==> config.mk <==
export PLATFORM = sky130hd
export DESIGN_NAME = key_event_decoder
export DESIGN_NICKNAME = d
export VERILOG_FILES = /design/src/rtl/key_evt_pkg.sv /design/src/rtl/key_event_decoder.sv
export SDC_FILE = /design/constraint.sdc
export NUM_CORES = 1
export LEC_CHECK = 0
export BUFFER_PORTS_ARGS = -buffer_cell sky130_fd_sc_hd__buf_2
export CORE_MARGIN = 4
export CORE_UTILIZATION = 45
export DETAILED_ROUTE_END_ITERATION = 16
export PLACE_DENSITY = 0.6
export SLEW_MARGIN = 10
export SYNTH_ARGS = -nofsm -noshare
export SYNTH_HDL_FRONTEND = slang
export SYNTH_SLANG_ARGS = --single-unit
export TNS_END_PERCENT = 20
==> constraint.sdc <==
create_clock -name sys_clk -period 2.7 [get_ports sys_clk]
set_input_delay 0.54 -clock sys_clk [delete_from_list [all_inputs] [get_ports sys_clk]]
set_output_delay 0.54 -clock sys_clk [all_outputs]
set_load 0.01 [all_outputs]
==> src/rtl/key_evt_pkg.sv <==
// rtl/key_evt_pkg.sv - shared state encodings and 50 MHz default timing for key_event_decoder
package key_evt_pkg;

    typedef enum logic [2:0] {
        ST_IDLE   = 3'd0,
        ST_PRESS1 = 3'd1,
        ST_WAIT2  = 3'd2,
        ST_PRESS2 = 3'd3,
        ST_LONG   = 3'd4
    } state_t;

    localparam int LONG_CNT_DEF   = 50_000_000;
    localparam int DCLICK_CNT_DEF = 15_000_000;
    localparam int REPEAT_CNT_DEF = 10_000_000;
    localparam int CNT_W_DEF      = 32;

endpackage

==> src/rtl/key_event_decoder.sv <==
// rtl/key_event_decoder.sv - turns debounced key flags into short/double/long/repeat pulses
module key_event_decoder
    import key_evt_pkg::*;
#(
    parameter int LONG_CNT   = LONG_CNT_DEF,
    parameter int DCLICK_CNT = DCLICK_CNT_DEF,
    parameter int REPEAT_CNT = REPEAT_CNT_DEF,
    parameter int CNT_W      = CNT_W_DEF
) (
    input  logic sys_clk,
    input  logic sys_rst_n,
    input  logic key_flag,
    input  logic key_value,
    output logic evt_short,
    output logic evt_double,
    output logic evt_long,
    output logic evt_repeat,
    output logic key_held
);

    localparam int MAX_CNT = (LONG_CNT > DCLICK_CNT)
                           ? ((LONG_CNT > REPEAT_CNT) ? LONG_CNT : REPEAT_CNT)
                           : ((DCLICK_CNT > REPEAT_CNT) ? DCLICK_CNT : REPEAT_CNT);

    if (LONG_CNT < 2 || DCLICK_CNT < 2 || REPEAT_CNT < 2) begin : g_bad_count
        $error("key_event_decoder: LONG_CNT, DCLICK_CNT and REPEAT_CNT must be >= 2");
    end
    if (CNT_W < $clog2(MAX_CNT)) begin : g_bad_width
        $error("key_event_decoder: CNT_W too narrow for the largest count");
    end

    localparam logic [CNT_W-1:0] LONG_TERM   = CNT_W'(LONG_CNT - 1);
    localparam logic [CNT_W-1:0] DCLICK_TERM = CNT_W'(DCLICK_CNT - 1);
    localparam logic [CNT_W-1:0] REPEAT_TERM = CNT_W'(REPEAT_CNT - 1);

    logic w_press;
    logic w_release;

    state_t           r_state;
    logic [CNT_W-1:0] r_cnt;

    assign w_press   = key_flag & ~key_value;
    assign w_release = key_flag &  key_value;

    // Key flags are checked before counter terminals so a flag always wins a same-cycle collision.
    always_ff @(posedge sys_clk) begin
        if (!sys_rst_n) begin
            r_state    <= ST_IDLE;
            r_cnt      <= '0;
            evt_short  <= 1'b0;
            evt_double <= 1'b0;
            evt_long   <= 1'b0;
            evt_repeat <= 1'b0;
            key_held   <= 1'b0;
        end else begin
            evt_short  <= 1'b0;
            evt_double <= 1'b0;
            evt_long   <= 1'b0;
            evt_repeat <= 1'b0;
            case (r_state)
                ST_IDLE: begin
                    if (w_press) begin
                        r_state  <= ST_PRESS1;
                        r_cnt    <= '0;
                        key_held <= 1'b1;
                    end
                end
                ST_PRESS1: begin
                    if (w_release) begin
                        r_state  <= ST_WAIT2;
                        r_cnt    <= '0;
                        key_held <= 1'b0;
                    end else if (r_cnt == LONG_TERM) begin
                        r_state  <= ST_LONG;
                        r_cnt    <= '0;
                        evt_long <= 1'b1;
                    end else begin
                        r_cnt <= r_cnt + CNT_W'(1);
                    end
                end
                ST_WAIT2: begin
                    if (w_press) begin
                        r_state  <= ST_PRESS2;
                        r_cnt    <= '0;
                        key_held <= 1'b1;
                    end else if (r_cnt == DCLICK_TERM) begin
                        r_state   <= ST_IDLE;
                        r_cnt     <= '0;
                        evt_short <= 1'b1;
                    end else begin
                        r_cnt <= r_cnt + CNT_W'(1);
                    end
                end
                ST_PRESS2: begin
                    if (w_release) begin
                        r_state    <= ST_IDLE;
                        r_cnt      <= '0;
                        evt_double <= 1'b1;
                        key_held   <= 1'b0;
                    end
                end
                ST_LONG: begin
                    if (w_release) begin
                        r_state  <= ST_IDLE;
                        r_cnt    <= '0;
                        key_held <= 1'b0;
                    end else if (r_cnt == REPEAT_TERM) begin
                        r_cnt      <= '0;
                        evt_repeat <= 1'b1;
                    end else begin
                        r_cnt <= r_cnt + CNT_W'(1);
                    end
                end
                default: begin
                    r_state  <= ST_IDLE;
                    r_cnt    <= '0;
                    key_held <= 1'b0;
                end
            endcase
        end
    end

endmodule
---- Word level (Yosys, flattened, before mapping) ----
Cells that the tools add are included.
word-level totals
  register bits after elaboration ......... 40
  output and inout port bits .............. 5
operators by class
  add/sub/neg operators ................... 1
  equal/unequal tests ..................... 14
  multiplexer cells ....................... 23
  bitwise operators ....................... 7
  reductions and logical operators ........ 11
operator list
  operator                                                                 number
  32-bit two-way mux                                                       8
  32-bit one-hot mux with 5 select lines                                   1
  32-bit by 24-bit equality test with 1-bit output, second input constant  2
  32-bit by 1-bit adder with 32-bit output, second input constant          1
  32-bit by 26-bit equality test with 1-bit output, second input constant  1
  3-bit two-way mux                                                        6
  3-bit one-hot mux with 4 select lines                                    1
  3-bit OR reduction                                                       4
  3-bit by 2-bit equality test with 1-bit output, second input constant    2
  1-bit two-way mux                                                        6
  2-bit by 1-bit inequality test with 1-bit output, second input constant  3
  3-bit inequality test, second input constant                             2
  2-bit AND reduction                                                      3
  1-bit inverter                                                           5
  2-bit inequality test, second input constant                             2
  4-bit AND reduction                                                      1
  2-bit OR reduction                                                       2
  3-bit by 1-bit equality test with 1-bit output, second input constant    1
  3-bit equality test, second input constant                               1
  3-bit logical NOT                                                        1
  1-bit AND                                                                2
  1-bit one-hot mux with 2 select lines                                    1

---- Logic depth before layout (Yosys ltp) ----
Gate-level depths: netlist of run 1.
  depth after elaboration ................. 4
  depth in mapped cells ................... 8
  mapped depth without buffers ............ 7

---- Least setup slack after synthesis of run 1 ----
OpenSTA, ideal clock, no wires.
  kind .................................... register -> register
  from .................................... reg r_cnt[21]
  to ...................................... reg r_cnt[11]
  library setup time ...................... 0.116 ns
  arrival ................................. 1.907 ns
  data required time ...................... 2.584 ns
  setup slack ............................. 0.677 ns
  cell stages (with the launch flop) ...... 9
  clock period less this slack ............ 2.023 ns
  cell sequence ........................... dfxtp_1 buf_2 nand2_1 or4_4 o31ai_4 o21ai_2 o31ai_4 buf_6 nor2_1
on the way
  word-level cells in the longest chain between the ends .. 4
  elaborated cells between the ends (all ways) .. 10
RTL lines
  what                                                                      RTL line                                                                    text
  from (decl)                                                               key_event_decoder.sv:40                                                     logic [CNT_W-1:0] r_cnt;
  from (signal assigned)                                                    key_event_decoder.sv:78                                                     r_cnt <= r_cnt + CNT_W'(1);
  from (signal assigned)                                                    key_event_decoder.sv:91                                                     r_cnt <= r_cnt + CNT_W'(1);
  from (signal assigned)                                                    key_event_decoder.sv:111                                                    r_cnt <= r_cnt + CNT_W'(1);
  32-bit by 24-bit equality test with 1-bit output (tied with other cells)  key_event_decoder.sv:107                                                    end else if (r_cnt == REPEAT_TERM) begin
  32-bit two-way mux, on equally long branches                              key_event_decoder.sv:107, key_event_decoder.sv:86, key_event_decoder.sv:73
  32-bit two-way mux, on equally long branches                              key_event_decoder.sv:103, key_event_decoder.sv:82, key_event_decoder.sv:69
  32-bit one-hot mux with 5 select lines *                                  key_event_decoder.sv:60                                                     case (r_state)
Mark *: on every way between the ends. The rest lies on a longest branch, timed or not.
A chain may end at the register's enable or synchronous reset.

---- Worst setup path in the final report of run 1 ----
  from .................................... reg r_cnt[26]
  to ...................................... reg r_cnt[16]
The elaborated chain is that of the path after synthesis.

==> results.sh, run 1 <==
export IMPL_outcome="finished clean"
export IMPL_ys_flop_type="dfxtp_1"
export IMPL_grt_util_met3_pct=4.61
export IMPL_required_ns=2.89
export IMPL_fin_hold_ws_ns=0.455
export IMPL_grt_busiest_layer="met2"
export IMPL_clkLatencyLatePin_ns=0.30
export IMPL_syn2layout_area_growth_pct=10.8
export IMPL_avgSynthCellArea_um2=8.24
export IMPL_synth_warnings=0
export IMPL_r2r_slack_ns=0.34
export IMPL_p_seq_share_pct=49.2
export IMPL_p_leak_nw=0.683
export IMPL_grt_pass1_vias=1698
export IMPL_vias=1835
export IMPL_worst_pin_slew_ns=0.565
export IMPL_max_cap_violations=0
export IMPL_rows=24
export IMPL_syn_area_um2=2120
export IMPL_met2_usage_pct=24.9
export IMPL_setup_viol=0
export IMPL_ctsResizeCount=0
export IMPL_cts_hold_buffers_added=0
export IMPL_gp_congestion=0.826
export IMPL_coreArea_um2=4440
export IMPL_tns_ns=0
export IMPL_die_width_um=76.6
export IMPL_grt_max_degree=23
export IMPL_synth_top_cell_by_area="dfxtp_1"
export IMPL_switching_share_pct=22.1
export IMPL_async_flop_share_pct=0
export IMPL_dr_pass1_iters=4
export IMPL_crit_path_max_fanout=22
export IMPL_grtUsageTotal_pct=17.2
export IMPL_synth_edff_count=0
export IMPL_synth_xor_xnor_area_share_pct=8.69
export IMPL_clkPwrFrac_pct=43.5
export IMPL_hpwl_um=3360
export IMPL_die_h_um=76.6
export IMPL_power_density_nw_per_um2=521
export IMPL_hold_path_class="register to register"
export IMPL_critPathKind="register to register"
export IMPL_cts_max_level=2
export IMPL_synth_top_family_by_area="simple AND/OR/NAND/NOR gates"
export IMPL_wire_per_inst_um=14.7
export IMPL_skew_ns=0.00521
export IMPL_cts_tree="built"
export IMPL_crit_arrival_ns=2.55
export IMPL_slew_viol_final=0
export IMPL_cts_reportedPaths_clkPinSlew_ns=0.08
export IMPL_rsz0062_at_grt="false"
export IMPL_drc=0
export IMPL_p_sw_mw=0.270
export IMPL_nets=273
export IMPL_synth_distinct_cells=46
export IMPL_slew_headroom_pct=62.3
export IMPL_start_kind="register"
export IMPL_yosys_area_share_adder_pct=0.591
export IMPL_avgViaCountPerCell=5.72
export IMPL_yosys_top_cells_count="42 x nor2_1, 40 x dfxtp_1, 21 x nand2_1"
export IMPL_finalCritPeriodShare_pct=87.4
export IMPL_synth_compound_area_share_pct=14.8
export IMPL_ctsRootBufferMaster="clkbuf_8"
export IMPL_yosysMostFrequentCell="nor2_1"
export IMPL_grt_pass1_wl_um=8180
export IMPL_min_period_ns=2.36
export IMPL_layout_drive_gt1_share_pct=12.6
export IMPL_end_kind="register"
export IMPL_initial_core_util_pct=47.6
export IMPL_numPortBuffers=8
export IMPL_antenna_found_initial=0
export IMPL_power_internal_mw=0.952
export IMPL_ir_worst_vdd_mv=0.215
export IMPL_synth_ff_latch_count=40
export IMPL_grt_met1_usage_pct=24.3
export IMPL_synth_cells=257
export IMPL_ios=9
export IMPL_postRouteAntennaNets=0
export IMPL_synth_top_area_share_pct=37.8
export IMPL_post_cts_setup_buffers=0
export IMPL_cts_made_buffers=5
export IMPL_finalHoldViolations=0
export IMPL_synth_simple_area_share_pct=32.5
export IMPL_synthesis_nets=262
export IMPL_clk_path_buf_depth=2
export IMPL_dieArea_um2=5870
export IMPL_drt_total_wl_um=4710
export IMPL_antenna_cells=0
export IMPL_synth_seq_area_share_pct=37.8
export IMPL_drt_iter0_drc=148
export IMPL_grt_remaining_overflow=0
export IMPL_p_comb_share_pct=7.3
export IMPL_clkSinkCount=40
export IMPL_synthMuxAreaShare_pct=0.946
export IMPL_netlist_top_cells_area="dfxtp_1 38%, xnor2_1 7.9%, nor2_1 7.4%, nand2_1 3.7%, nand4_1 3.5%"
export IMPL_clock_fmax_mhz=424
==> cells in the final DEF (no fill, tap or decap), types with 2 or more instances in the layout <==
cell,Yosys,final
nor2_1,42,42
dfxtp_1,40,40
nand2_1,21,21
xnor2_1,19,19
nor3_1,14,14
nand3_1,13,13
nand4_1,12,12
nor4_1,11,11
inv_1,8,8
buf_2,4,8
a21oi_1,7,7
clkbuf_8,0,7
a211oi_1,6,6
o21ai_0,6,6
buf_4,0,6
and2_1,4,4
and3_1,3,3
a311oi_1,3,3
a2111oi_0,3,3
nand2b_1,2,2
and4_1,2,2
o31ai_4,2,2
xor2_1,2,2
a31oi_1,2,2
mux2i_1,2,2
or4_1,2,2
==> layer usage <==
layer | vias to the layer above | routed length [um]
met3 | 6 | 214
met1 | 844 | 2410
li1 | 952 | -
met2 | 33 | 2000
met5 | - | 0
met4 | 0 | 81
==> worst max-delay path: stages (launching register included) <==
cell and delay (ns):
dfxtp_1 0.35, nor4_1 0.51, nand4_1 0.30, o31ai_4 0.31, o21ai_2 0.21, o31ai_4 0.31
buf_12 0.19, nor2_1 0.06
==> power groups by stage <==
stage | Clock (mW) | Combinational [mW] | Sequential (mW)
after floorplan | 0 | 0.0682 | 0.612
after global placement | 0 | 0.0914 | 0.615
after detailed placement | 0 | 0.0897 | 0.615
after CTS | 0.551 | 0.0902 | 0.600
after global routing | 0.578 | 0.0998 | 0.602
final | 0.532 | 0.0894 | 0.601
==> registers in the layout (all words and copies together), names as in the netlist <==
signal,flops
r_cnt,32
r_state,3
evt_repeat,1
evt_double,1
evt_long,1
key_held,1
evt_short,1
==> path summary, 6_finish.rpt <==
check,start,end,cells after the start
worst min register to register,key_held$_SDFFE_PN0P_,key_held$_SDFFE_PN0P_,2
worst min-delay path,key_held$_SDFFE_PN0P_,key_held$_SDFFE_PN0P_,2
worst max-delay path,r_cnt[26]$_SDFFE_PN0P_,r_cnt[16]$_SDFFE_PN0P_,7
worst max register to register,r_cnt[26]$_SDFFE_PN0P_,r_cnt[16]$_SDFFE_PN0P_,7
==> cells by family after synthesis <==
group / after synthesis
AOI/OAI and AO/OA: 39
buffers and inverters: 19
and+or+nand+nor: 135
DFF: 40
muxes: 2
xor gates and xnor gates: 21
adders and majority gates: 1
==> area by class of cell <==
type,instances,area [um2]
repair buffers,15,105
clock inverters,1,30.0
fillers,432,2100
clock buffers,7,96.3
inverters,8,30.0
multi-input cells,198,1220
flip-flops and latches,40,801
well taps,52,65.1
==> through the flow <==
stage	instance area (um2)	cells	setup WS (ns)	total power [mW]	utilization, %
2_1_floorplan	2120	257	0.677	0.681	-
3_3_place_gp	2220	313	0.305	0.706	49.9
3_5_place_dp	2220	313	0.284	0.704	49.9
4_1_cts	2340	321	0.335	1.24	52.8
5_1_grt	2340	321	0.183	1.28	52.8
6_report	2340	321	0.341	1.22	52.8
Power figures use the tool's default switching activity.
==> run 2: changes to the inputs <==
--- a/config.mk
+++ b/config.mk
@@ -7,9 +7,10 @@
 export LEC_CHECK = 0
 export BUFFER_PORTS_ARGS = -buffer_cell sky130_fd_sc_hd__buf_2
 export CORE_MARGIN = 4
-export CORE_UTILIZATION = 45
+export CORE_UTILIZATION = 55
 export DETAILED_ROUTE_END_ITERATION = 16
-export PLACE_DENSITY = 0.6
+export GPL_TIMING_DRIVEN = 0
+export PLACE_DENSITY_LB_ADDON = 0.15
 export SLEW_MARGIN = 10
 export SYNTH_ARGS = -nofsm -noshare
 export SYNTH_HDL_FRONTEND = slang
==> run 2 against run 1 <==
  * First-iteration DRC count rose by 18%
  * Register-to-register slack worse by 0.07 ns
  * Clock-buffer cell count is 1 lower
  * Final area down 0.85%
  * Largest cell class unchanged
  * Fmax down 3.0%
  * Setup slack lost 0.074 ns
==> results.sh, run 2 (synthesis results as in run 1) <==
export IMPL_outcome="finished clean"
export IMPL_critical_path_max_stage_delay_ns=0.49
export IMPL_cts_hold_buffers_added=0
export IMPL_critPathTopFamily="simple AND/OR/NAND/NOR gates"
export IMPL_cp_slowest_cell="o2111ai_1"
export IMPL_largest_register="r_cnt"
export IMPL_clkSinkCount=40
export IMPL_ios=9
export IMPL_cp_cell_sequence="ha_1 > nand4_1 > nor2_1 > o2111ai_1 > nor4_1 > xnor2_1 > nor2_1"
export IMPL_dr_pass1_iters=4
export IMPL_rows=22
export IMPL_grt_pass1_vias=1837
export IMPL_drt_iter0_drc=174
export IMPL_cts_reportedPaths_clkPinSlew_ns=0.08
export IMPL_slew_headroom_pct=45.1
export IMPL_place_ws_ns=0.166
export IMPL_nets=277
export IMPL_post_cts_setup_buffers=0
export IMPL_die_h_um=70.0
export IMPL_fin_area_um2=2320
export IMPL_wire_per_inst_um=14.8
export IMPL_die_width_um=70.0
export IMPL_n_fill_cell=334
export IMPL_max_cap_violations=0
export IMPL_clock_fmax_mhz=411
export IMPL_final_cell_mix="42 x nor2_1, 40 x dfxtp_1, 21 x nand2_1"
export IMPL_cts_made_buffers=5
export IMPL_p_leak_nw=0.678
export IMPL_crit_arrival_ns=2.62
export IMPL_coreArea_um2=3690
export IMPL_grt_pass1_wl_um=8310
export IMPL_fin_hold_ws_ns=0.479
export IMPL_power_internal_mw=0.901
export IMPL_clk_path_buf_depth=2
export IMPL_grt_remaining_overflow=0
export IMPL_largestRegisters="r_cnt x32, r_state x3"
export IMPL_finalHoldViolations=0
export IMPL_cp_common_cell="nor2_1"
export IMPL_syn2layout_area_growth_pct=9.81
export IMPL_placed_area_um2=2220
export IMPL_clkPwrFrac_pct=40.9
export IMPL_grtUsageTotal_pct=20.8
export IMPL_critPathKind="register to register"
export IMPL_setup_viol=0
export IMPL_power_density_nw_per_um2=506
export IMPL_antenna_found_initial=0
export IMPL_tns_ns=0
export IMPL_layout_setup_ws_ns=0.267
export IMPL_worst_pin_slew_ns=0.822
export IMPL_ctsRootBufferMaster="clkbuf_8"
export IMPL_vias=1872
export IMPL_p_seq_share_pct=50.9
export IMPL_cts_max_level=2
export IMPL_start_kind="register"
export IMPL_dp_cells=313
export IMPL_path_buf_inv=0
export IMPL_hpwl_um=3370
export IMPL_initial_core_util_pct=57.4
export IMPL_finalCoreUtilization_pct=63.0
export IMPL_avgViaCountPerCell=5.83
export IMPL_required_ns=2.89
export IMPL_rsz0062_at_grt="false"
export IMPL_largest_register_ffs=32
export IMPL_layout_drive_gt1_share_pct=12.1
export IMPL_gp_congestion=0.863
export IMPL_grt_max_degree=13
export IMPL_dieArea_um2=4910
export IMPL_end_kind="register"
export IMPL_drc=0
export IMPL_totalPowerFinal_mw=1.18
export IMPL_finalCritPeriodShare_pct=90.1
export IMPL_hold_path_class="register to register"
export IMPL_switching_share_pct=23.4
export IMPL_p_sw_mw=0.276
export IMPL_ir_worst_vdd_mv=0.233
export IMPL_layout_commonest_cell="nor2_1"
export IMPL_ctsResizeCount=0
export IMPL_postRouteAntennaNets=0
export IMPL_drt_total_wl_um=4740
export IMPL_min_period_ns=2.43
export IMPL_crit_path_max_fanout=9
export IMPL_cts_tree="built"
export IMPL_antenna_cells=0
export IMPL_clkLatencyLatePin_ns=0.29
export IMPL_instances_no_fill=321
export IMPL_numPortBuffers=8
export IMPL_skew_ns=0.0108
export IMPL_slew_viol_final=0
export IMPL_p_comb_share_pct=8.2
## run 2: worst min-delay path, delay by kind of cell, from the launching register on
family | cells | cell delay [ns]
flip-flops | 1 | 0.32
AO/OA/AOI/OAI | 1 | 0.06
AND/OR/NAND/NOR | 1 | 0.05
## run 2: final cells by class
cell class | count | area [um2] | share of cell area [%]
Timing Repair Buffer | 8 | 40.0 | 1.72
Multi-Input combinational cell | 198 | 1220 | 52.4
Buffer | 11 | 68.8 | 2.96
Tap cell | 48 | 60.1 | 2.58
Clock buffer | 6 | 72.6 | 3.12
Sequential cell | 40 | 801 | 34.4
Clock inverter | 2 | 35.0 | 1.51
Inverter | 8 | 30.0 | 1.29
## run 2: layer usage
metal  up-vias  track usage, %  wire (um)
met1       882            27.7       2360
met3         4            4.46        193
met5         -               0          0
met4         0            9.57         53
met2        29            32.2       2140
li1        957               -          -
## run 2: final timing paths
kind | startpoint | end | slack [ns] | cells past startpoint
worst max register to register | r_cnt[0]$_SDFFE_PN0P_ | r_cnt[28]$_SDFFE_PN0P_ | 0.27 | 7
worst min-delay path | key_held$_SDFFE_PN0P_ | key_held$_SDFFE_PN0P_ | 0.48 | 2
worst min register to register | key_held$_SDFFE_PN0P_ | key_held$_SDFFE_PN0P_ | 0.48 | 2
worst max-delay path | r_cnt[0]$_SDFFE_PN0P_ | r_cnt[28]$_SDFFE_PN0P_ | 0.27 | 7
## run 2: power groups by stage
stage	clock network [mW]	logic (mW)	registers, mW
global route	0.513	0.104	0.599
finish	0.481	0.0961	0.599
floorplan	0	0.0682	0.612
detailed placement	0	0.0947	0.613
global placement	0	0.0926	0.612
CTS	0.488	0.0953	0.599
==> run 3: changes to the inputs <==
--- a/config.mk
+++ b/config.mk
@@ -10,7 +10,7 @@
 export CORE_UTILIZATION = 55
 export DETAILED_ROUTE_END_ITERATION = 16
 export GPL_TIMING_DRIVEN = 0
-export PLACE_DENSITY_LB_ADDON = 0.15
+export PLACE_DENSITY = 0.74
 export SLEW_MARGIN = 10
 export SYNTH_ARGS = -nofsm -noshare
 export SYNTH_HDL_FRONTEND = slang
==> run 3 against run 2 <==
  * Non-clock buffer count did not move
  * Critical path depth did not move
  * Register-to-register slack improved by 0.06 ns
  * Via count rose by 0.11%
  * Cell count did not move
  * Clock skew fell by 0.0047 ns
  * Critical endpoint is now r_cnt[27]$_SDFFE_PN0P_
==> results.sh, run 3 (synthesis results as in run 1) <==
export IMPL_critPathKind="register to register"
export IMPL_slew_headroom_pct=46.3
export IMPL_cp_cell_sequence="nor4_1 > nand4_1 > o31ai_4 > o21ai_2 > o31ai_4 > buf_6 > nor2_1"
export IMPL_syn2layout_area_growth_pct=9.81
export IMPL_wire_per_inst_um=13.9
export IMPL_antenna_found_initial=0
export IMPL_hold_path_class="register to register"
export IMPL_hold_path_end="key_held$_SDFFE_PN0P_"
export IMPL_die_h_um=70.0
export IMPL_largest_register="r_cnt"
export IMPL_max_cap_violations=0
export IMPL_layout_setup_ws_ns=0.325
export IMPL_finalHoldViolations=0
export IMPL_p_leak_nw=0.678
export IMPL_rows=22
export IMPL_dieArea_um2=4910
export IMPL_cts_max_level=2
export IMPL_skew_ns=0.00612
export IMPL_worst_pin_slew_ns=0.805
export IMPL_cts_reportedPaths_clkPinSlew_ns=0.08
export IMPL_grt_pass1_wl_um=8020
export IMPL_drt_iter0_drc=158
export IMPL_ios=9
export IMPL_grt_remaining_overflow=0
export IMPL_clkSinkCount=40
export IMPL_worstReg2RegEnd="r_cnt[27]$_SDFFE_PN0P_"
export IMPL_postRouteAntennaNets=0
export IMPL_coreArea_um2=3690
export IMPL_ctsRootBufferMaster="clkbuf_8"
export IMPL_cp_slowest_cell="nor4_1"
export IMPL_end_kind="register"
export IMPL_start_kind="register"
export IMPL_reg2regPathDepth=7
export IMPL_ir_worst_vdd_mv=0.274
export IMPL_avgViaCountPerCell=5.84
export IMPL_post_cts_setup_buffers=0
export IMPL_final_cell_mix="42 x nor2_1, 40 x dfxtp_1, 21 x nand2_1"
export IMPL_power_density_nw_per_um2=505
export IMPL_ctsResizeCount=0
export IMPL_cts_made_buffers=5
export IMPL_cts_hold_buffers_added=0
export IMPL_grt_pass1_vias=1730
export IMPL_largestRegisters="r_cnt x32, r_state x3"
export IMPL_slew_viol_final=0
export IMPL_crit_path_max_fanout=10
export IMPL_worstHoldPathCells=2
export IMPL_antenna_cells=0
export IMPL_rsz0062_at_grt="false"
export IMPL_numPortBuffers=8
export IMPL_cts_tree="built"
export IMPL_cp_common_cell="o31ai_4"
export IMPL_dr_pass1_iters=4
export IMPL_grt_max_degree=13
export IMPL_r2r_slack_ns=0.32
export IMPL_drc=0
export IMPL_required_ns=2.89
export IMPL_timing_rr_start="r_cnt[26]$_SDFFE_PN0P_"
export IMPL_vias=1874
export IMPL_clock_fmax_mhz=421
export IMPL_grtUsageTotal_pct=19.6
export IMPL_clk_path_buf_depth=2
export IMPL_layout_commonest_cell="nor2_1"
export IMPL_die_width_um=70.0
export IMPL_nets=277
export IMPL_place_ws_ns=0.228
export IMPL_gp_congestion=0.854
export IMPL_outcome="finished clean"
export IMPL_tns_ns=0
export IMPL_crit_arrival_ns=2.56
export IMPL_n_fill_cell=336
export IMPL_min_period_ns=2.38
export IMPL_critical_path_max_stage_delay_ns=0.52
export IMPL_setup_viol=0
export IMPL_largest_register_ffs=32
export IMPL_initial_core_util_pct=57.4
export IMPL_hold_start="key_held$_SDFFE_PN0P_"
export IMPL_layout_drive_gt1_share_pct=12.1
export IMPL_clkLatencyLatePin_ns=0.29
export IMPL_finalCritPeriodShare_pct=88.0
export IMPL_hpwl_um=3210
export IMPL_drt_total_wl_um=4460
## run 3: cell counts in the layout (fill, tap and decap cells not counted)
No cell type changed its count.
## run 3: report_power, final
part / total [mW] / internal [mW] / switching [mW]
sequential: 0.599 / 0.594 / 0.00454
combinational: 0.0934 / 0.0321 / 0.0613
clock: 0.482 / 0.274 / 0.208
total: 1.17 / 0.901 / 0.274
## run 3: per-layer routing
layer	track usage [%]	routed length, um	up-vias
met5	0	0	-
met4	5.96	63	0
met3	4.32	216	7
met2	29.6	1960	39
met1	27.8	2220	866
li1	-	-	962
## run 3: worst max-delay path, delay by kind of cell (launching register included)
kind,cells,cell delay [ns]
and+or+nand+nor,3,0.89
AOI/OAI and AO/OA,3,0.84
DFF,1,0.35
buffers and inverters,1,0.20
## run 3: worst max-delay path by stage
stage / startpoint / to / slack, ns / cells past startpoint
after floorplan: r_cnt[21]$_SDFFE_PN0P_ / r_cnt[11]$_SDFFE_PN0P_ / 0.68 / 8
after global placement: key_value / r_cnt[18]$_SDFFE_PN0P_ / 0.22 / 7
after detailed placement: key_value / r_cnt[18]$_SDFFE_PN0P_ / 0.23 / 7
after CTS: r_cnt[0]$_SDFFE_PN0P_ / r_cnt[30]$_SDFFE_PN0P_ / 0.34 / 7
after global routing: r_cnt[0]$_SDFFE_PN0P_ / r_cnt[26]$_SDFFE_PN0P_ / 0.01 / 7
final: r_cnt[26]$_SDFFE_PN0P_ / r_cnt[27]$_SDFFE_PN0P_ / 0.32 / 7
## run 3: final cells by class
type	count	area, um2	area share, %
timing repair buffer	8	40.0	1.72
tap	48	60.1	2.58
clock buffer	6	72.6	3.12
multi-input combinational	198	1220	52.4
buffer	11	68.8	2.96
inverter	8	30.0	1.29
clock inverter	2	35.0	1.51
sequential	40	801	34.4
## run 3: metrics by stage
stage / hold slack (ns) / power, mW / utilization (%) / area, um2 / cells
finish: 0.468 / 1.17 / 63.0 / 2320 / 321
global route: 0.498 / 1.21 / 63.0 / 2320 / 321
CTS: 0.467 / 1.19 / 63.0 / 2320 / 321
detailed placement: 0.457 / 0.706 / 60.1 / 2220 / 313
global placement: 0.441 / 0.705 / 60.1 / 2220 / 313
floorplan: 0.463 / 0.681 / - / 2120 / 257
